## src/rtl/mult_pkg.sv

```systemverilog
// Shared constants for the sequential shift-add multiplier: FSM state
// encodings, default operand width and the signed/unsigned mode values.
package mult_pkg;

    // Default operand width; the product is twice this wide.
    localparam int DEFAULT_WIDTH = 4;

    // FSM state encodings.
    localparam logic [1:0] ST_IDLE = 2'd0;
    localparam logic [1:0] ST_CALC = 2'd1;
    localparam logic [1:0] ST_DONE = 2'd2;

    // Values of signed_in.
    localparam logic MODE_UNSIGNED = 1'b0;
    localparam logic MODE_SIGNED   = 1'b1;

endpackage

```

## src/rtl/sign_mag_conv.sv

```systemverilog
// Combinational conditional two's-complement negate. With i_negate tied to
// the sign bit it yields the magnitude of a signed value; the most negative
// value maps to 2^(W-1), which is still representable as a W-bit unsigned.
module sign_mag_conv #(
    parameter int W = 4
) (
    input  logic [W-1:0] i_value,
    input  logic         i_negate,
    output logic [W-1:0] o_value
);

    logic [W-1:0] w_negated;

    assign w_negated = ~i_value + {{(W-1){1'b0}}, 1'b1};

    // Select the negated or pass-through value.
    always_comb begin
        o_value = i_negate ? w_negated : i_value;
    end

endmodule

```

## src/rtl/seq_multiplier.sv

```systemverilog
// Radix-2 sequential shift-add multiplier. Operands are converted to
// magnitudes on accept, WIDTH add/shift iterations build the unsigned
// product, and the sign is reapplied when the result register is written.
// The multiplier occupies the low half of the accumulator, so each shift
// moves the next multiplier bit into acc[0] while product bits fill in from
// the top.
module seq_multiplier
    import mult_pkg::*;
#(
    parameter int WIDTH = DEFAULT_WIDTH
) (
    input  logic                 clk_in,
    input  logic                 rst_in,
    input  logic                 start_in,
    input  logic                 signed_in,
    input  logic [WIDTH-1:0]     A_in,
    input  logic [WIDTH-1:0]     B_in,
    output logic                 busy_out,
    output logic                 done_out,
    output logic [2*WIDTH-1:0]   result_out
);

    localparam int               CNT_W     = $clog2(WIDTH + 1);
    localparam logic [CNT_W-1:0] LAST_ITER = CNT_W'(WIDTH - 1);

    logic [1:0]         r_state;
    logic [CNT_W-1:0]   r_cnt;
    logic [WIDTH-1:0]   r_mcand;
    logic [2*WIDTH-1:0] r_acc;
    logic               r_neg;
    logic               r_busy;
    logic               r_done;
    logic [2*WIDTH-1:0] r_result;

    logic               w_mode_signed;
    logic               w_accept;
    logic               w_last;
    logic [WIDTH-1:0]   w_a_mag;
    logic [WIDTH-1:0]   w_b_mag;
    logic [WIDTH-1:0]   w_addend;
    logic [WIDTH:0]     w_sum;
    logic [2*WIDTH-1:0] w_acc_next;
    logic [2*WIDTH-1:0] w_result_final;

    assign w_mode_signed = (signed_in == MODE_SIGNED);
    assign w_accept      = (r_state == ST_IDLE) && start_in;
    assign w_last        = (r_state == ST_CALC) && (r_cnt == LAST_ITER);

    // Operand magnitudes; only negated when signed mode and the sign bit is set.
    sign_mag_conv #(.W(WIDTH)) u_abs_a (
        .i_value  (A_in),
        .i_negate (w_mode_signed & A_in[WIDTH-1]),
        .o_value  (w_a_mag)
    );

    sign_mag_conv #(.W(WIDTH)) u_abs_b (
        .i_value  (B_in),
        .i_negate (w_mode_signed & B_in[WIDTH-1]),
        .o_value  (w_b_mag)
    );

    // One iteration: add the multiplicand to the upper half when the current
    // multiplier bit is set, keep the carry, then shift everything right.
    assign w_addend   = r_acc[0] ? r_mcand : '0;
    assign w_sum      = {1'b0, r_acc[2*WIDTH-1:WIDTH]} + {1'b0, w_addend};
    assign w_acc_next = {w_sum, r_acc[WIDTH-1:1]};

    // Reapply the product sign to the final accumulator value.
    sign_mag_conv #(.W(2*WIDTH)) u_neg_res (
        .i_value  (w_acc_next),
        .i_negate (r_neg),
        .o_value  (w_result_final)
    );

    // FSM, iteration counter and the busy/done output registers.
    always_ff @(posedge clk_in or posedge rst_in) begin
        if (rst_in) begin
            r_state <= ST_IDLE;
            r_cnt   <= '0;
            r_busy  <= 1'b0;
            r_done  <= 1'b0;
        end else begin
            case (r_state)
                ST_IDLE: begin
                    r_done <= 1'b0;
                    if (start_in) begin
                        r_state <= ST_CALC;
                        r_cnt   <= '0;
                        r_busy  <= 1'b1;
                    end
                end
                ST_CALC: begin
                    r_cnt <= r_cnt + CNT_W'(1);
                    if (r_cnt == LAST_ITER) begin
                        r_state <= ST_DONE;
                        r_busy  <= 1'b0;
                        r_done  <= 1'b1;
                    end
                end
                ST_DONE: begin
                    r_state <= ST_IDLE;
                    r_cnt   <= '0;
                    r_done  <= 1'b0;
                end
                default: begin
                    r_state <= ST_IDLE;
                    r_cnt   <= '0;
                    r_busy  <= 1'b0;
                    r_done  <= 1'b0;
                end
            endcase
        end
    end

    // Operand capture, accumulator iterations and the held result register.
    always_ff @(posedge clk_in or posedge rst_in) begin
        if (rst_in) begin
            r_mcand  <= '0;
            r_acc    <= '0;
            r_neg    <= 1'b0;
            r_result <= '0;
        end else if (w_accept) begin
            r_mcand <= w_a_mag;
            r_acc   <= {{WIDTH{1'b0}}, w_b_mag};
            r_neg   <= w_mode_signed & (A_in[WIDTH-1] ^ B_in[WIDTH-1]);
        end else if (r_state == ST_CALC) begin
            r_acc <= w_acc_next;
            if (w_last) begin
                r_result <= w_result_final;
            end
        end
    end

    assign busy_out   = r_busy;
    assign done_out   = r_done;
    assign result_out = r_result;

endmodule

```

## config.mk

```make
export PLATFORM = sky130hd
export DESIGN_NAME = seq_multiplier
export DESIGN_NICKNAME = d
export VERILOG_FILES = /design/src/rtl/mult_pkg.sv /design/src/rtl/sign_mag_conv.sv /design/src/rtl/seq_multiplier.sv
export SDC_FILE = /design/constraint.sdc
export NUM_CORES = 1
export LEC_CHECK = 0
export CAP_MARGIN = 20
export CELL_PAD_IN_SITES_DETAIL_PLACEMENT = 0
export CELL_PAD_IN_SITES_GLOBAL_PLACEMENT = 1
export CORE_ASPECT_RATIO = 1.1
export CORE_MARGIN = 2
export CORE_UTILIZATION = 45
export CTS_BUF_LIST = sky130_fd_sc_hd__clkbuf_16
export DETAILED_ROUTE_END_ITERATION = 8
export PLACE_DENSITY_LB_ADDON = 0.1
export SYNTH_ARGS = -nofsm -noshare
export SYNTH_HDL_FRONTEND = slang
export SYNTH_SLANG_ARGS = --single-unit
export TNS_END_PERCENT = 100
```

## constraint.sdc

```tcl
create_clock -name clk_in -period 6 [get_ports clk_in]
set_input_delay 0.6 -clock clk_in [delete_from_list [all_inputs] [get_ports clk_in]]
set_output_delay 0.6 -clock clk_in [all_outputs]
set_load 0.01 [all_outputs]
```

==> flow_summary_export.csv, run 1 <==
group,metric,value,unit
grt,grt_usage,17.6,%
floorplan,start_util,46.4,%
floorplan,die_area,0.00421,mm^2
drt,post_drt_wl_per_cell,13.6,um
hold_path,min_path_type,"reg -> reg",
grt,met3_usage,3.40,%
grt,grtUsageMet1,23.6,%
layout,multi_input_comb_area,863,um^2
sta,setup_viol,0,
layout,fin_area,0.00199,mm^2
synthesis,ys.warnings.count,0,
synthesis,yosys.area_share.adder,7.95,%
clocking,cts.sinks,28,
worst_setup_path,worst-path-buf-inv,0,
drt,drc,0,
power_and_ir_drop,ir_drop,243,uV
power_and_ir_drop,p_comb_share,49.8,%
synthesis,synth_xor_xnor_area_share,6.08,%
worst_setup_path,startpoint,"r_acc[0]",
grt,antenna_found_initial,0,
synthesis,synth-seq-cells,28,
run,maxCapViolations,0,
floorplan,rows,23,
worst_setup_path,critPathMaxFanout,6,
worst_setup_path,cp_slowest_stage_delay,0.59,ns
power_and_ir_drop,clockPowerShare,15.9,%
sta,period_share,37.5,%
worst_setup_path,worstSetupEndpoint,"result_out[6]",
clocking,cts_tree,"yes",
placed_design,dp_slack,3.20,ns
worst_setup_path,critPathTopFamily,"adder cells",
clocking,post_cts.repair.setup_buffers,0,
drt,drt-pass1-iter-count,4,
clocking,path_clk_slew,0.07,ns
placed_design,placedInstanceArea,0.00189,mm^2
power_and_ir_drop,leakage,0.899,nW
synthesis,synth_area_per_cell,9.81,um^2
worst_setup_path,critPathSlowestCell,"fa_1",
layout,nets,213,
worst_setup_path,r2r-end,"result_out[6]",
floorplan,die_h,67.9,um
sta,drv_slew,0,
worst_setup_path,path_class,"reg -> reg",
power_and_ir_drop,total_power,0.993,mW
clocking,ctsLongestPathBuffers,2,
synthesis,synth-simple-area-share,18.1,%
worst_setup_path,worstPathRequired,6.20,ns
power_and_ir_drop,pwr-share-seq,34.3,%
grt,grt_pass1_vias,1188,
worst_setup_path,r2r_slack,3.75,ns
sta,fin_worst_skew,0.00253,ns
clocking,root_buffer,"clkbuf_16",
drt,totalWireLength,3280,um
placed_design,gp_congestion,0.764,
layout,utilization,55.3,%
placed_design,hpwlAfterDp,2420,um
grt,gr-total-overflow,0,
layout,syn2layout_area_growth,19.4,%
grt,grt_max_degree,29,
drt,final_antenna_net_count,0,
sta,slew_headroom,62.4,%
floorplan,fp.dieW,62.0,um
worst_setup_path,reg2reg_from,"r_acc[0]",
grt,grt_pass1_wl,5430,um
clocking,htree_num_levels,1,
synthesis,ys_types,49,
drt,dr_total_vias,1242,
clocking,cts_buffers,3,
drt,viasPerCell,5.18,
floorplan,core,0.00360,mm^2
sta,grt_setup_unrepaired,"false",
synthesis,ys_seq_area_share,42.0,%
power_and_ir_drop,power.internal,0.600,mW
power_and_ir_drop,switchingPower,0.393,mW
sta,finalSetupTns,0,ns
synthesis,synth_top_family_by_area,"simple AND/OR/NAND/NOR gates",
sta,period_minus_slack,2.25,ns
sta,max_freq,444,MHz
layout,nFillCells,311,
run_status,status,"complete, no violations",
synthesis,synthesis.nets,192,
drt,drt_iter0_markers,43,
worst_setup_path,cp_num_cells,6,
power_and_ir_drop,switching_share,39.6,%
layout,register_area,701,um^2
synthesis,synthMuxAreaShare,3.08,%
synthesis,synth_compound_area_share,16.6,%
floorplan,io_pins,22,
clocking,ctsHoldBuffers,0,
synthesis,synth_cells,170,
worst_setup_path,crit_chain,"and2_1 > ha_1 > fa_1 > o41ai_2 > xnor3_1 > o21ai_1",
hold_path,worstHoldStart,"result_out[2]",
worst_setup_path,cp-end-kind,"flip-flop",
placed_design,port_buffers,21,
sta,finalHoldViolCount,0,
clocking,clk-insertion-delay-late,0.27,ns
worst_setup_path,rr_worst_depth,6,
sta,timing.final.ws_setup,3.75,ns
sta,worst-slew-pin-transition,0.564,ns
grt,busiest_layer,"met2",
synthesis,syn_area,0.00167,mm^2
worst_setup_path,start_kind,"flip-flop",
grt,grtUsageMet2,28.4,%
clocking,cts.repair.resized,0,
worst_setup_path,cp.arrival,2.45,ns
layout,antenna_cells,0,
layout,drive_above_1_share,7.37,%
power_and_ir_drop,power_density,499,mW/mm^2
-- worst min-delay path by stage --
stage	end	cells after the start	slack, ns
final	result_out[2]	2	0.48
after global routing	result_out[2]	2	0.50
after CTS	result_out[2]	2	0.49
after detailed placement	result_out[2]	2	0.47
after global placement	result_out[0]	2	0.46
after floorplan	r_mcand[0]	1	0.47
-- per-stage QoR --
step | hold WS [ns] | instances
finish | 0.476 | 240
global route | 0.502 | 240
CTS | 0.486 | 238
detailed placement | 0.470 | 234
global placement | 0.462 | 234
floorplan | 0.472 | 170
-- layer usage --
layer	share of wire (%)	vias up	wire, um
li1	-	625	-
met1	48	587	1570
met2	48	28	1560
met3	3.7	2	122
met4	0.89	0	29
met5	0	-	0
-- state kept, by name, indices dropped and copies added, names as in the netlist --
signal and count:
result_out 8, r_neg 1, r_state 2, r_acc 8
busy_out 1, r_cnt 3, r_mcand 4, done_out 1
-- power groups by stage --
stage          registers, mW  clock network (mW)  logic, mW
2_1_floorplan          0.328                   0      0.383
3_3_place_gp           0.341                   0      0.482
3_5_place_dp           0.345                   0      0.495
4_1_cts                0.342               0.159      0.497
5_1_grt                0.353               0.169      0.557
6_report               0.341               0.158      0.494
-- final cells by class --
class | instances | area share [%]
clock buffer | 3 | 3.77
clock inverter | 1 | 0.189
inverter | 14 | 2.64
multi-input combinational | 121 | 43.4
sequential | 28 | 35.2
tap | 50 | 3.14
timing repair buffer | 23 | 11.7
-- placed cells by master (no fill, tap or decap), types with 2 or more instances in the layout --
| master | instances |
|---|---|
| a21oi_1 | 11 |
| and2_1 | 5 |
| clkbuf_16 | 3 |
| clkdlybuf4s50_1 | 21 |
| dfrtp_1 | 28 |
| ha_1 | 9 |
| inv_1 | 14 |
| mux2i_1 | 4 |
| nand2_1 | 17 |
| nand2b_1 | 2 |
| nand3_1 | 4 |
| nor2_1 | 14 |
| nor2b_1 | 3 |
| nor3_1 | 2 |
| o21ai_0 | 9 |
| o21ai_1 | 2 |
| o22ai_1 | 2 |
| o31ai_1 | 2 |
| xnor2_1 | 6 |
| xor2_1 | 3 |
-- worst min-delay path: stages, from the launching register on --
cell	delay, ns
dfrtp_1	0.34
nand2_1	0.04
o21ai_0	0.06
-- cell families (layout without fill, tap and decap cells) --
kind of cell	after synthesis	in the layout
AO/OA/AOI/OAI	40	40
XOR/XNOR	10	10
adder cells (fa/ha/maj)	10	10
buffers and inverters	21	41
flip-flops	28	28
multiplexers	5	5
AND/OR/NAND/NOR	56	56
-- cells in the mapped netlist, drive strengths merged --
cell	number	area share, %
xor2	3	1.6
and3	1	0.38
clkbuf	2	0.52
a221oi	1	0.53
buf	5	2.5
nand3b	1	1.2
o211ai	1	0.45
dfrtp	28	42
nand3	4	1.2
a21oi	11	3.3
nor3b	1	0.45
mux2i	4	2.4
o211a	1	0.60
and2	5	1.9
a22o	1	0.53
nor2b	4	1.7
nand4bb	1	0.68
a211o	1	0.53
o2bb2ai	1	0.53
o31a	1	0.53
nand2b	3	1.3
o31ai	3	2.2
fa	1	1.2
or2	1	0.38
nor4	1	0.75
xnor3	1	1.4
nand2	17	3.8
o41ai	1	0.98
xnor2	6	3.2
nor3	2	0.60
or3	1	0.68
inv	14	3.2
nor2	14	3.2
o21ai	12	3.8
o22ai	2	0.75
a22oi	1	0.45
mux2	1	0.68
a211oi	1	0.45
o2111ai	1	0.53
o21bai	1	0.45
ha	9	6.8
(Power assumes the default switching activity.)
==> inputs of run 2 (changes only) <==
--- a/config.mk
+++ b/config.mk
@@ -10,7 +10,7 @@
 export CELL_PAD_IN_SITES_GLOBAL_PLACEMENT = 1
 export CORE_ASPECT_RATIO = 1.1
 export CORE_MARGIN = 2
-export CORE_UTILIZATION = 45
+export CORE_UTILIZATION = 42
 export CTS_BUF_LIST = sky130_fd_sc_hd__clkbuf_16
 export DETAILED_ROUTE_END_ITERATION = 8
 export PLACE_DENSITY_LB_ADDON = 0.1
==> constraint.sdc (replaced) <==
create_clock -name clk_in -period 2.1 [get_ports clk_in]
set_input_delay 0.21 -clock clk_in [delete_from_list [all_inputs] [get_ports clk_in]]
set_output_delay 0.21 -clock clk_in [all_outputs]
set_load 0.01 [all_outputs]
==> run 2 against run 1 <==
  * Setup slack worse by 3.7 ns
  * Cell area rose by 4.8%
  * Wire length up 0.43%
  * Die area increased by 6.7%
  * Cell count is 4.6% higher
  * Count of clock-buffer cells in the layout unchanged
  * Utilization shrank 1.5 points
  * Via count grew 3.1%
  * Largest power group unchanged
  * Highest routed layer unchanged
==> flow_summary_export.csv, run 2 (synthesis gave the netlist of run 1 again) <==
group,metric,value,unit
sta,period_share,97.7,%
layout,syn2layout_area_growth,25.1,%
drt,drt-pass1-iter-count,4,
floorplan,start_util,43.1,%
grt,gr-total-overflow,0,
worst_setup_path,cp.arrival,2.24,ns
sta,finalHoldViolCount,0,
run,maxCapViolations,0,
worst_setup_path,crit_chain,"and2_4 > ha_4 > fa_2 > o41ai_2 > xnor3_1 > o21ai_1",
grt,grt_pass1_wl,5920,um
power_and_ir_drop,total_power,3.02,mW
power_and_ir_drop,ir_drop,582,uV
worst_setup_path,r2r_slack,0.05,ns
worst_setup_path,cp_slowest_stage_delay,0.49,ns
layout,mostFrequentLayoutCells,"dfrtp_1, clkdlybuf4s50_1, nand2_1",
worst_setup_path,critPathMaxFanout,4,
clocking,cts_tree,"yes",
worst_setup_path,critPathSlowestCell,"fa_2",
sta,finalSetupTns,0,ns
worst_setup_path,rr_worst_depth,6,
drt,viasPerCell,5.10,
sta,period_minus_slack,2.05,ns
clocking,cts_buffers,3,
clocking,cts.sinks,28,
sta,setup_viol,0,
floorplan,core,0.00387,mm^2
placed_design,hpwlAfterDp,2510,um
worst_setup_path,cp-end-kind,"flip-flop",
clocking,root_buffer,"clkbuf_16",
drt,drt_iter0_markers,40,
layout,utilization,53.9,%
worst_setup_path,path_class,"reg -> reg",
hold_path,min_path_type,"in -> async",
layout,final_common_cell,"dfrtp_1",
clocking,htree_num_levels,1,
drt,final_antenna_net_count,0,
clocking,ctsLongestPathBuffers,2,
floorplan,die_h,70.1,um
grt,grt_pass1_vias,1264,
layout,nets,222,
sta,max_freq,487,MHz
drt,totalWireLength,3290,um
worst_setup_path,r2r-end,"result_out[6]",
layout,nFillCells,357,
clocking,path_clk_slew,0.07,ns
power_and_ir_drop,leakage,0.943,nW
layout,multi_input_comb_area,885,um^2
worst_setup_path,worstPathRequired,2.29,ns
sta,slew_headroom,68.3,%
drt,dr_total_vias,1281,
clocking,clk-insertion-delay-late,0.26,ns
floorplan,fp.dieW,64.1,um
floorplan,die_area,0.00449,mm^2
placed_design,gp_congestion,0.759,
grt,grt_max_degree,29,
floorplan,rows,24,
worst_setup_path,startpoint,"r_acc[0]",
sta,worst-slew-pin-transition,0.475,ns
power_and_ir_drop,power_density,1450,mW/mm^2
floorplan,io_pins,22,
run_status,status,"complete, no violations",
worst_setup_path,reg2reg_from,"r_acc[0]",
grt,grt_usage,16.6,%
layout,fin_area,0.00209,mm^2
placed_design,port_buffers,21,
layout,drive_above_1_share,13.6,%
worst_setup_path,start_kind,"flip-flop",
worst_setup_path,worstSetupEndpoint,"result_out[6]",
drt,post_drt_wl_per_cell,13.1,um
sta,fin_worst_skew,0.00281,ns
sta,grt_setup_unrepaired,"false",
placed_design,placedInstanceArea,0.00198,mm^2
layout,antenna_cells,0,
drt,drc,0,
layout,register_area,701,um^2
grt,antenna_found_initial,0,
sta,drv_slew,0,
[run 2: timing repair]
item | in CTS | in global routing
gates cloned | 0 | 0
resized for setup | 1 | 4
buffers inserted | 0 | 1
hold buffers | 0 | 0
endpoints found under the setup margin | 1 | 2
pin swaps | 0 | 3
[run 2: cell type report]
cell class / instances / area share [%]
multi-input cells: 121 / 42.4
flip-flops and latches: 28 / 33.6
repair buffers: 32 / 14.6
clock buffers: 3 / 3.60
well taps: 52 / 3.12
inverters: 14 / 2.52
clock inverters: 1 / 0.180
[run 2: routing by layer]
metal | vias up | share of wire [%] | track usage, %
li1 | 645 | - | -
met1 | 602 | 47 | 22.0
met2 | 30 | 48 | 27.7
met3 | 4 | 3.4 | 3.06
met4 | 0 | 1.0 | 4.83
met5 | - | 0 | 0
[run 2: through the flow]
| step | worst slack, ns | cells | hold slack (ns) |
|---|---|---|---|
| after floorplan | 0.0133 | 170 | 0.275 |
| after global placement | 0.0343 | 246 | 0.462 |
| after detailed placement | 0.00370 | 246 | 0.473 |
| after CTS | 0.0173 | 250 | 0.340 |
| after global routing | 0.00278 | 251 | 0.373 |
| final | 0.0474 | 251 | 0.316 |
[run 2: worst min path at each step]
| stage | to | slack (ns) |
|---|---|---|
| 3_3_place_gp | result_out[4] | 0.46 |
| 4_1_cts | r_state[1] | 0.34 |
| 6_report | result_out[5] | 0.32 |
| 2_1_floorplan | busy_out | 0.28 |
| 5_1_grt | r_acc[4] | 0.37 |
| 3_5_place_dp | result_out[5] | 0.47 |
[run 2: critical path, delay by kind of cell (launching register included)]
kind	cells	cell delay [ns]
xor gates and xnor gates	1	0.26
and+or+nand+nor	1	0.17
AOI/OAI and AO/OA	2	0.51
DFF	1	0.39
adders and majority gates	2	0.65
[run 2: report_power, final]
| part | internal (mW) | total (mW) | switching (mW) |
|---|---|---|---|
| clock network | 0.255 | 0.438 | 0.182 |
| logic | 0.837 | 1.61 | 0.770 |
| registers | 0.773 | 0.976 | 0.204 |
